$ cat config.mk
export PLATFORM = sky130hd
export DESIGN_NAME = wash_sequencer
export DESIGN_NICKNAME = d
export VERILOG_FILES = /design/src/rtl/wash_pkg.sv /design/src/rtl/tick_prescaler.sv /design/src/rtl/wash_sequencer.sv
export SDC_FILE = /design/constraint.sdc
export NUM_CORES = 1
export LEC_CHECK = 0
export ABC_CLOCK_PERIOD_IN_PS = 2400
export BUFFER_PORTS_ARGS = -buffer_cell sky130_fd_sc_hd__buf_2
export CAP_MARGIN = 10
export CELL_PAD_IN_SITES_DETAIL_PLACEMENT = 0
export CELL_PAD_IN_SITES_GLOBAL_PLACEMENT = 1
export CORE_MARGIN = 2
export CORE_UTILIZATION = 35
export DETAILED_ROUTE_END_ITERATION = 8
export HOLD_SLACK_MARGIN = 0.05
export PLACE_DENSITY = 0.72
export SLEW_MARGIN = 40
export SYNTH_ARGS = -nofsm -noshare
export SYNTH_HDL_FRONTEND = slang
export SYNTH_SLANG_ARGS = --single-unit
$ cat constraint.sdc
create_clock -name clk -period 2.4 [get_ports clk]
set_input_delay 0.12 -clock clk [delete_from_list [all_inputs] [get_ports clk]]
set_output_delay 0.12 -clock clk [all_outputs]
set_load 0.01 [all_outputs]
$ cat src/rtl/wash_pkg.sv
// Shared state encoding and width helpers for wash_sequencer.
// Defining WASH_PAUSE_EN adds the PAUSE state to the encoding.
package wash_pkg;

  typedef enum logic [2:0] {
    ST_IDLE   = 3'd0,
    ST_SELECT = 3'd1,
    ST_RUN    = 3'd2,
`ifdef WASH_PAUSE_EN
    ST_PAUSE  = 3'd3,
`endif
    ST_DONE   = 3'd4,
    ST_ALARM  = 3'd5
  } state_e;

  function automatic int sel_w(input int max_sel);
    return $clog2(max_sel + 1);
  endfunction

  function automatic int rem_w(input int max_sel, input int run_scale);
    return $clog2(max_sel * run_scale + 1);
  endfunction

  // Counter width for a modulo-n counter; never narrower than one bit.
  function automatic int cnt_w(input int n);
    return (n > 1) ? $clog2(n) : 1;
  endfunction

endpackage

$ cat src/rtl/tick_prescaler.sv
// Free-running modulo-TICK_DIV counter; tick is high in the last cycle of each period.
// clear restarts the period so the next tick is TICK_DIV cycles away.
module tick_prescaler
  import wash_pkg::*;
#(
  parameter int TICK_DIV = 10000
) (
  input  logic clk,
  input  logic reset,
  input  logic clear,
  output logic tick
);

  localparam int PW = cnt_w(TICK_DIV);
  localparam logic [PW-1:0] LAST = PW'(TICK_DIV - 1);

  logic [PW-1:0] cnt_q, cnt_d;

  assign tick = (cnt_q == LAST);

  always_comb begin
    cnt_d = cnt_q + 1'b1;
    if (clear || tick) cnt_d = '0;
  end

  always_ff @(posedge clk or negedge reset) begin
    if (!reset) cnt_q <= '0;
    else        cnt_q <= cnt_d;
  end

endmodule

$ cat src/rtl/wash_sequencer.sv
// Key-count / arm-delay / countdown controller for the wash system.
// Build with WASH_PAUSE_EN defined to let a key pause and resume the countdown.
module wash_sequencer
  import wash_pkg::*;
#(
  parameter int MAX_SEL   = 15,
  parameter int TICK_DIV  = 10000,
  parameter int ARM_TICKS = 5,
  parameter int RUN_SCALE = 1
) (
  input  logic                                  clk,
  input  logic                                  reset,
  input  logic                                  key_pulse,
  input  logic                                  cancel,
  output logic [rem_w(MAX_SEL, RUN_SCALE)-1:0]  disp_value,
  output logic                                  running,
  output logic                                  done,
  output logic                                  alarm
);

  localparam int SEL_W = sel_w(MAX_SEL);
  localparam int REM_W = rem_w(MAX_SEL, RUN_SCALE);
  localparam int ARM_W = sel_w(ARM_TICKS);
  localparam logic [SEL_W-1:0] SEL_MAX  = SEL_W'(MAX_SEL);
  localparam logic [ARM_W-1:0] ARM_LAST = ARM_W'(ARM_TICKS);
  localparam logic [REM_W-1:0] SCALE    = REM_W'(RUN_SCALE);

  state_e           state_q, state_d;
  logic [SEL_W-1:0] sel_q, sel_d;
  logic [ARM_W-1:0] arm_cnt_q, arm_cnt_d;
  logic [REM_W-1:0] rem_q, rem_d;
  logic [REM_W-1:0] disp_q, disp_d;
  logic             running_q, running_d, done_q, done_d, alarm_q, alarm_d;
  logic             tick, key_accepted, pre_clear;

  // Every state entry and every honoured key restarts the tick period.
  assign pre_clear = key_accepted || (state_d != state_q);

  tick_prescaler #(.TICK_DIV(TICK_DIV)) u_prescaler (
    .clk   (clk),
    .reset (reset),
    .clear (pre_clear),
    .tick  (tick)
  );

  always_comb begin
    state_d      = state_q;
    sel_d        = sel_q;
    arm_cnt_d    = arm_cnt_q;
    rem_d        = rem_q;
    key_accepted = 1'b0;
    if (cancel) begin
      state_d   = ST_IDLE;
      sel_d     = '0;
      rem_d     = '0;
      arm_cnt_d = '0;
    end else begin
      unique case (state_q)
        ST_IDLE: if (key_pulse) begin
          key_accepted = 1'b1;
          state_d      = ST_SELECT;
          sel_d        = SEL_W'(1);
          arm_cnt_d    = '0;
        end
        ST_SELECT: begin
          if (key_pulse) begin
            key_accepted = 1'b1;
            if (sel_q < SEL_MAX) begin
              sel_d     = sel_q + 1'b1;
              arm_cnt_d = '0;
            end else begin
              state_d = ST_ALARM;
            end
          end else if (tick) begin
            arm_cnt_d = arm_cnt_q + 1'b1;
            if (arm_cnt_d == ARM_LAST) begin
              state_d = ST_RUN;
              rem_d   = REM_W'(sel_q) * SCALE;
            end
          end
        end
        ST_RUN: begin
`ifdef WASH_PAUSE_EN
          if (key_pulse) begin
            key_accepted = 1'b1;
            state_d      = ST_PAUSE;
          end else
`endif
          if (tick) begin
            if (rem_q == REM_W'(1)) begin
              state_d = ST_DONE;
              rem_d   = '0;
            end else begin
              rem_d = rem_q - 1'b1;
            end
          end
        end
`ifdef WASH_PAUSE_EN
        ST_PAUSE: if (key_pulse) begin
          key_accepted = 1'b1;
          state_d      = ST_RUN;
        end
`endif
        ST_DONE: if (key_pulse) begin
          key_accepted = 1'b1;
          state_d      = ST_IDLE;
          sel_d        = '0;
        end
        ST_ALARM: ;
        default: state_d = ST_IDLE;
      endcase
    end
  end

  // Outputs are decoded from the next state so they register alongside it.
  always_comb begin
    disp_d    = '0;
    running_d = 1'b0;
    done_d    = 1'b0;
    alarm_d   = 1'b0;
    case (state_d)
      ST_SELECT: disp_d = REM_W'(sel_d);
      ST_ALARM: begin
        disp_d  = REM_W'(sel_d);
        alarm_d = 1'b1;
      end
      ST_RUN: begin
        disp_d    = rem_d;
        running_d = 1'b1;
      end
`ifdef WASH_PAUSE_EN
      ST_PAUSE: begin
        disp_d    = rem_d;
        running_d = 1'b1;
      end
`endif
      ST_DONE: done_d = 1'b1;
      default: ;
    endcase
  end

  always_ff @(posedge clk or negedge reset) begin
    if (!reset) begin
      state_q   <= ST_IDLE;
      sel_q     <= '0;
      arm_cnt_q <= '0;
      rem_q     <= '0;
      disp_q    <= '0;
      running_q <= 1'b0;
      done_q    <= 1'b0;
      alarm_q   <= 1'b0;
    end else begin
      state_q   <= state_d;
      sel_q     <= sel_d;
      arm_cnt_q <= arm_cnt_d;
      rem_q     <= rem_d;
      disp_q    <= disp_d;
      running_q <= running_d;
      done_q    <= done_d;
      alarm_q   <= alarm_d;
    end
  end

  assign disp_value = disp_q;
  assign running    = running_q;
  assign done       = done_q;
  assign alarm      = alarm_q;

endmodule

## Yosys cells after proc, flatten, opt, wreduce, memory -nomap -nowiden

Cells that the tools add are included.

| operators by class | value |
|---|---|
| muxes and demuxes | 37 |
| add/sub/neg operators | 4 |
| magnitude comparators | 1 |
| eq/ne operators | 15 |
| reduce and logical (&&, ||, !) cells | 7 |

Operators by type and width:

| cell | count |
|---|---|
| $mux 4 | 11 |
| $mux 3 | 14 |
| $pmux 4 s2 | 2 |
| $eq 3x3->1 const B | 5 |
| $pmux 3 s5 | 1 |
| $add 14x1->14 const B | 1 |
| $eq 14x14->1 const B | 1 |
| $mux 14 | 1 |
| $pmux 4 s3 | 1 |
| $eq 3x1->1 const B | 2 |
| $eq 3x2->1 const B | 2 |
| $mux 1 | 6 |
| $pmux 3 s2 | 1 |
| $add 4x1->4 const B | 1 |
| $eq 4x1->1 const B | 1 |
| $lt 4x4->1 const B | 1 |
| $ne 4x3->1 const B | 1 |
| $ne 4x4->1 const B | 1 |
| $reduce_and 4->1 | 1 |
| $sub 4x1->4 const B | 1 |
| $add 3x1->3 const B | 1 |
| $logic_not 3->1 | 1 |
| $ne 3x3->1 | 1 |
| $ne 3x3->1 const B | 1 |
| other kinds (4) | 5 |

| storage, ports and cells | value |
|---|---|
| output and inout bits | 7 |
| register bits | 35 |
| input port bits | 4 |
| word-level logic and storage cells | 73 |

## Depth between registers and ports, before layout

| logic depth | value |
|---|---|
| word-level depth | 11 |
| mapped depth | 7 |
| mapped depth without buffers | 7 |

## Modules after synthesis

From an unflattened synthesis, not the netlist that was laid out.

| unflattened totals | value |
|---|---|
| cell total of the unflattened synthesis | 198 |
| area total of the unflattened synthesis | 2000.7 µm² |

By module, submodules not included:

| module | cells an instance | area each (µm²) | sequential area each (µm²) | times used |
|---|---|---|---|---|
| wash_sequencer | 128 | 1278.7 | 525.5 | 1 |
| tick_prescaler | 70 | 721.9 | 350.3 | 1 |

## Least setup slack after synthesis

OpenSTA, ideal clock, no wires.

| timing path | value |
|---|---|
| path type | register to register |
| start | register state_q[1] |
| end | register disp_q[2], in the netlist disp_value[2] |
| cell stages (with the launch flop) | 7 |
| buffers on the path | 1 |
| required time | 2.279 ns |
| arrival | 1.778 ns |
| setup time | 0.121 ns |
| period minus slack after synthesis | 1.899 ns |
| slack | 0.501 ns |
| path through | dfrtp_1 buf_6 or3b_4 or3_4 a21oi_2 o221ai_2 a22o_1 |

| between the ends | value |
|---|---|
| word-level cells in the longest chain between the ends | 8 |
| elaborated cells between the ends (all ways) | 24 |
| classes of those cells | eq/ne: 7; mux: 15; reduce/logical: 2 |

Ends and longest elaborated chain:

| item | line | source |
|---|---|---|
| start, declared | wash_sequencer.sv:28 | `state_e state_q, state_d;` |
| start signal, assigned | wash_sequencer.sv:153 | `state_q <= state_d;` |
| $mux 3 | wash_sequencer.sv:76 | `if (arm_cnt_d == ARM_LAST) begin` |
| $mux 3 | wash_sequencer.sv:74 | `end else if (tick) begin` |
| $mux 3 | wash_sequencer.sv:66 | `if (key_pulse) begin` |
| $pmux 3 s5 | wash_sequencer.sv:58 | `unique case (state_q)` |
| $mux 3 | wash_sequencer.sv:52 | `if (cancel) begin` |
| $eq 3x3->1 / $eq 3x1->1 (equally long branches) | wash_sequencer.sv:121 | `case (state_d)` |
| $reduce_or 2->1 (no line) | - |  |
| $pmux 4 s2 * | wash_sequencer.sv:121 |  |
| net disp_d[2] | wash_sequencer.sv:32 | `logic [REM_W-1:0] disp_q, disp_d;` |
| end signal, assigned | wash_sequencer.sv:157 | `disp_q <= disp_d;` |
| end, declared | wash_sequencer.sv:32 |  |

The timed path passes the listed nets; every way through them passes the cells marked *.
A chain may end at the register's enable or synchronous reset.

## Final worst setup path

Ends and elaborated chain as after synthesis.

==> impl_metrics.json <==
{
  "status": "complete, no violations",
  "holdCritPathClass": "input port to flip-flop",
  "grt_antenna_before_repair": 0,
  "ant_nets": 0,
  "synth_area_leader_cell": "dfrtp_1",
  "clockBufferDepth": 2,
  "firstDrtPassIters": 4,
  "synthesis.instances": 200,
  "totalWireLength_mm": 4.17,
  "crit_slowest_cell": "dfrtp_1",
  "internal_power_w": 0.00106,
  "timing.reg2reg.setup_slack_ns": 0.34,
  "post_cts.repair.setup_buffers": 0,
  "viasPerCell": 5.08,
  "setup.worst_path.start": "state_q[1]",
  "reg2reg_depth": 5,
  "critical_path.startpoint_type": "flip-flop",
  "worstSetupEndpoint": "disp_value[2]",
  "number_of_hold_buffers_added_after_cts": 1,
  "synthMuxAreaShare": 0.00502,
  "worst-path-max-fanout": 10,
  "r2r_start": "state_q[1]",
  "port-buffer-count": 10,
  "ff_latch_area_sq_um": 876,
  "fin_tns_setup_ns": 0,
  "design_area_sq_um": 2270,
  "synth_area_per_cell_sq_um": 9.97,
  "power.share.switching": 0.219,
  "grt.overflow.total": 0,
  "root_buffer": "clkbuf_8",
  "dominantRegCellSynth": "dfrtp_1",
  "fillerInstances": 523,
  "min_period_over_period": 0.860,
  "power.net_switching_w": 0.000297,
  "first_pass_grt_wire_length_mm": 7.16,
  "synth_adder_area_share": 0.0377,
  "ys_warn_count": 0,
  "cts_tree": "built",
  "fraction_of_the_yosys_area_taken_by_sequential_cells": 0.439,
  "ys_seq_elements": 35,
  "finish.utilization": 0.412,
  "place.gp.congestion": 0.770,
  "final_max_slew_viol_count": 0,
  "syn-cell-area_sq_um": 1990,
  "yosysMostFrequentCell": "dfrtp_1",
  "clock_latency_ns": 0.29,
  "cp_cell_sequence": "or3b_4 -> or3_4 -> a21oi_2 -> o221ai_2 -> a22o_1",
  "fp.dieW_um": 79.5,
  "drt-initial-drc-count": 78,
  "powerDensity_nw_per_um2": 597,
  "detail_route.drc_violations": 0,
  "rsz_0062_raised_after_global_routing": "false",
  "synth-compound-area-share": 0.161,
  "floorplan.io_pins": 11,
  "crit_arrival_ns": 2.25,
  "vias_in_the_first_global_route": 1452,
  "critical-path-max-stage-delay_ns": 0.50,
  "die-area_sq_um": 6310,
  "power.share.sequential": 0.453,
  "fmax_mhz": 485,
  "multiInputGateArea_sq_um": 1030,
  "synth-edff-count": 0,
  "post-place-cells": 279,
  "grtUsageTotal": 0.148,
  "final_layout_size_suffix_gt1_frac": 0.181,
  "wl_per_cell_um": 14.5,
  "synth_top_area_share": 0.439,
  "ws_path_type": "flip-flop to flip-flop",
  "initial_core_utilization": 0.362,
  "synthesis.nets": 210,
  "syn2layout_area_growth_pct": 13.7,
  "power_leakage_nw": 0.999,
  "max_cap_viol_count": 0,
  "cp_data_required_time_ns": 2.59,
  "core-area_sq_um": 5510,
  "post_synth_xor_xnor_area": 0.0659,
  "postSynth.asyncResetShare": 1.00,
  "clock_transition_at_the_registers_of_the_reported_paths_ns": 0.08,
  "post_synthesis_simple_gate_area_fraction": 0.250,
  "num_vias": 1464,
  "finish.net_count": 225,
  "share_clk_of_total_power": 0.469,
  "cts_htree_levels": 2,
  "power.ir.vdd_worst_v": 0.000231,
  "detailedPlacementHpwl_mm": 2.93,
  "synthDistinctLibCells": 49,
  "report.final.hold_viol_count": 0,
  "relSlewSlack": 0.690,
  "worst_r2r_endpoint": "disp_value[2]",
  "post_cts_resized": 0,
  "top_area_cells_in_the_synthesized_netlist": "dfrtp_1 (44%), nor2_1 (5.1%), ha_1 (3.8%)",
  "die_h_um": 79.5,
  "worstMarginPinSlew_ns": 0.464,
  "setup.worst_path.end_class": "flip-flop",
  "num_antenna_cells": 0,
  "report.final.setup_viol": 0,
  "cts_sink_cnt": 35,
  "synth_common_cells": "dfrtp_1 (35), nor2_1 (27), nand2_1 (14)",
  "layoutNonFillerInstCount": 288,
  "fp-row-count": 27,
  "largest_net_degree_at_the_start_of_global_routing": 36,
  "min-delay-start": "cancel",
  "placedInstanceArea_sq_um": 2120,
  "timing.final.crit_period_ns": 2.06,
  "cts_buffers": 5,
  "combPwrFrac": 0.077,
  "synth_top_family_by_area": "simple AND/OR/NAND/NOR gates",
  "final.setup_skew_ns": 0.00880,
  "timing.hold.worst_path_depth": 2
}
kinds of logic after synthesis:
group,after synthesis
simple gates,86
compound gates,40
flops,35
buf+inv,17
xor+xnor,15
fa+ha+maj,6
mux,1
routing by layer:
layer  global-route usage  part of all wire  vias up
li1                     -                 -      736
met1                0.215              0.51      702
met2                0.215              0.45       21
met3               0.0305             0.034        5
met4               0.0552             0.012        0
met5                    0                 0        -
how the worst min path moves through the flow:
stage	endpoint
final	rem_q[3]
after global routing	rem_q[3]
after CTS	rem_q[3]
after detailed placement	u_prescaler.cnt_q[7]
after global placement	u_prescaler.cnt_q[8]
after floorplan	alarm
area by class of cell:
class	count	area share
multi-input combinational	148	0.456
sequential	35	0.386
timing repair buffer	16	0.0442
tap	72	0.0397
clock buffer	6	0.0320
clock inverter	2	0.0265
inverter	9	0.0149
layout by cell type, fill, tap and decap left out, types with 2 or more instances in the layout:
master and instances:
dfrtp_1 35, nor2_1 27, nand2_1 14, inv_1 9, buf_2 9, nand3_1 8
xnor2_1 8, xor2_1 7, nand2b_1 7, a21oi_1 7, o21ai_0 6, a22o_1 6
ha_1 6, buf_4 6, nor3_1 5, nand4_1 5, clkbuf_8 5, nor2b_1 4
a31oi_1 2, nor4b_4 2, a21oi_2 2, o41ai_2 2, and3_1 2, a2bb2oi_1 2
and4_1 2, bufinv_16 2
metrics by stage:
step                setup slack (ns)  power (W)  hold slack [ns]
CTS                            0.341    0.00137            0.212
finish                         0.336    0.00135            0.214
detailed placement             0.361   0.000730            0.255
global route                   0.247    0.00141            0.230
global placement               0.364   0.000731            0.253
floorplan                      0.501   0.000690           -0.176
registers in the layout, summed over array words and instances, names as in the netlist:
name and count:
done 1, alarm 1, arm_cnt_q 3, running 1
u_prescaler.cnt_q 14, rem_q 4, state_q 3, disp_value 4
sel_q 4
worst max-delay path: cells and delay by family, from the launching register on:
family	cells	cell delay, ns
flip-flops	1	0.50
AO/OA/AOI/OAI	3	0.56
AND/OR/NAND/NOR	2	0.89
power by group through the flow:
stage | registers [W] | logic, W | clock network, W
global placement | 0.000625 | 0.000105 | 0
finish | 0.000614 | 0.000105 | 0.000635
floorplan | 0.000625 | 0.0000649 | 0
global route | 0.000617 | 0.000121 | 0.000671
CTS | 0.000614 | 0.000107 | 0.000646
detailed placement | 0.000626 | 0.000105 | 0
No activity file was read; power rests on OpenSTA's default activity.
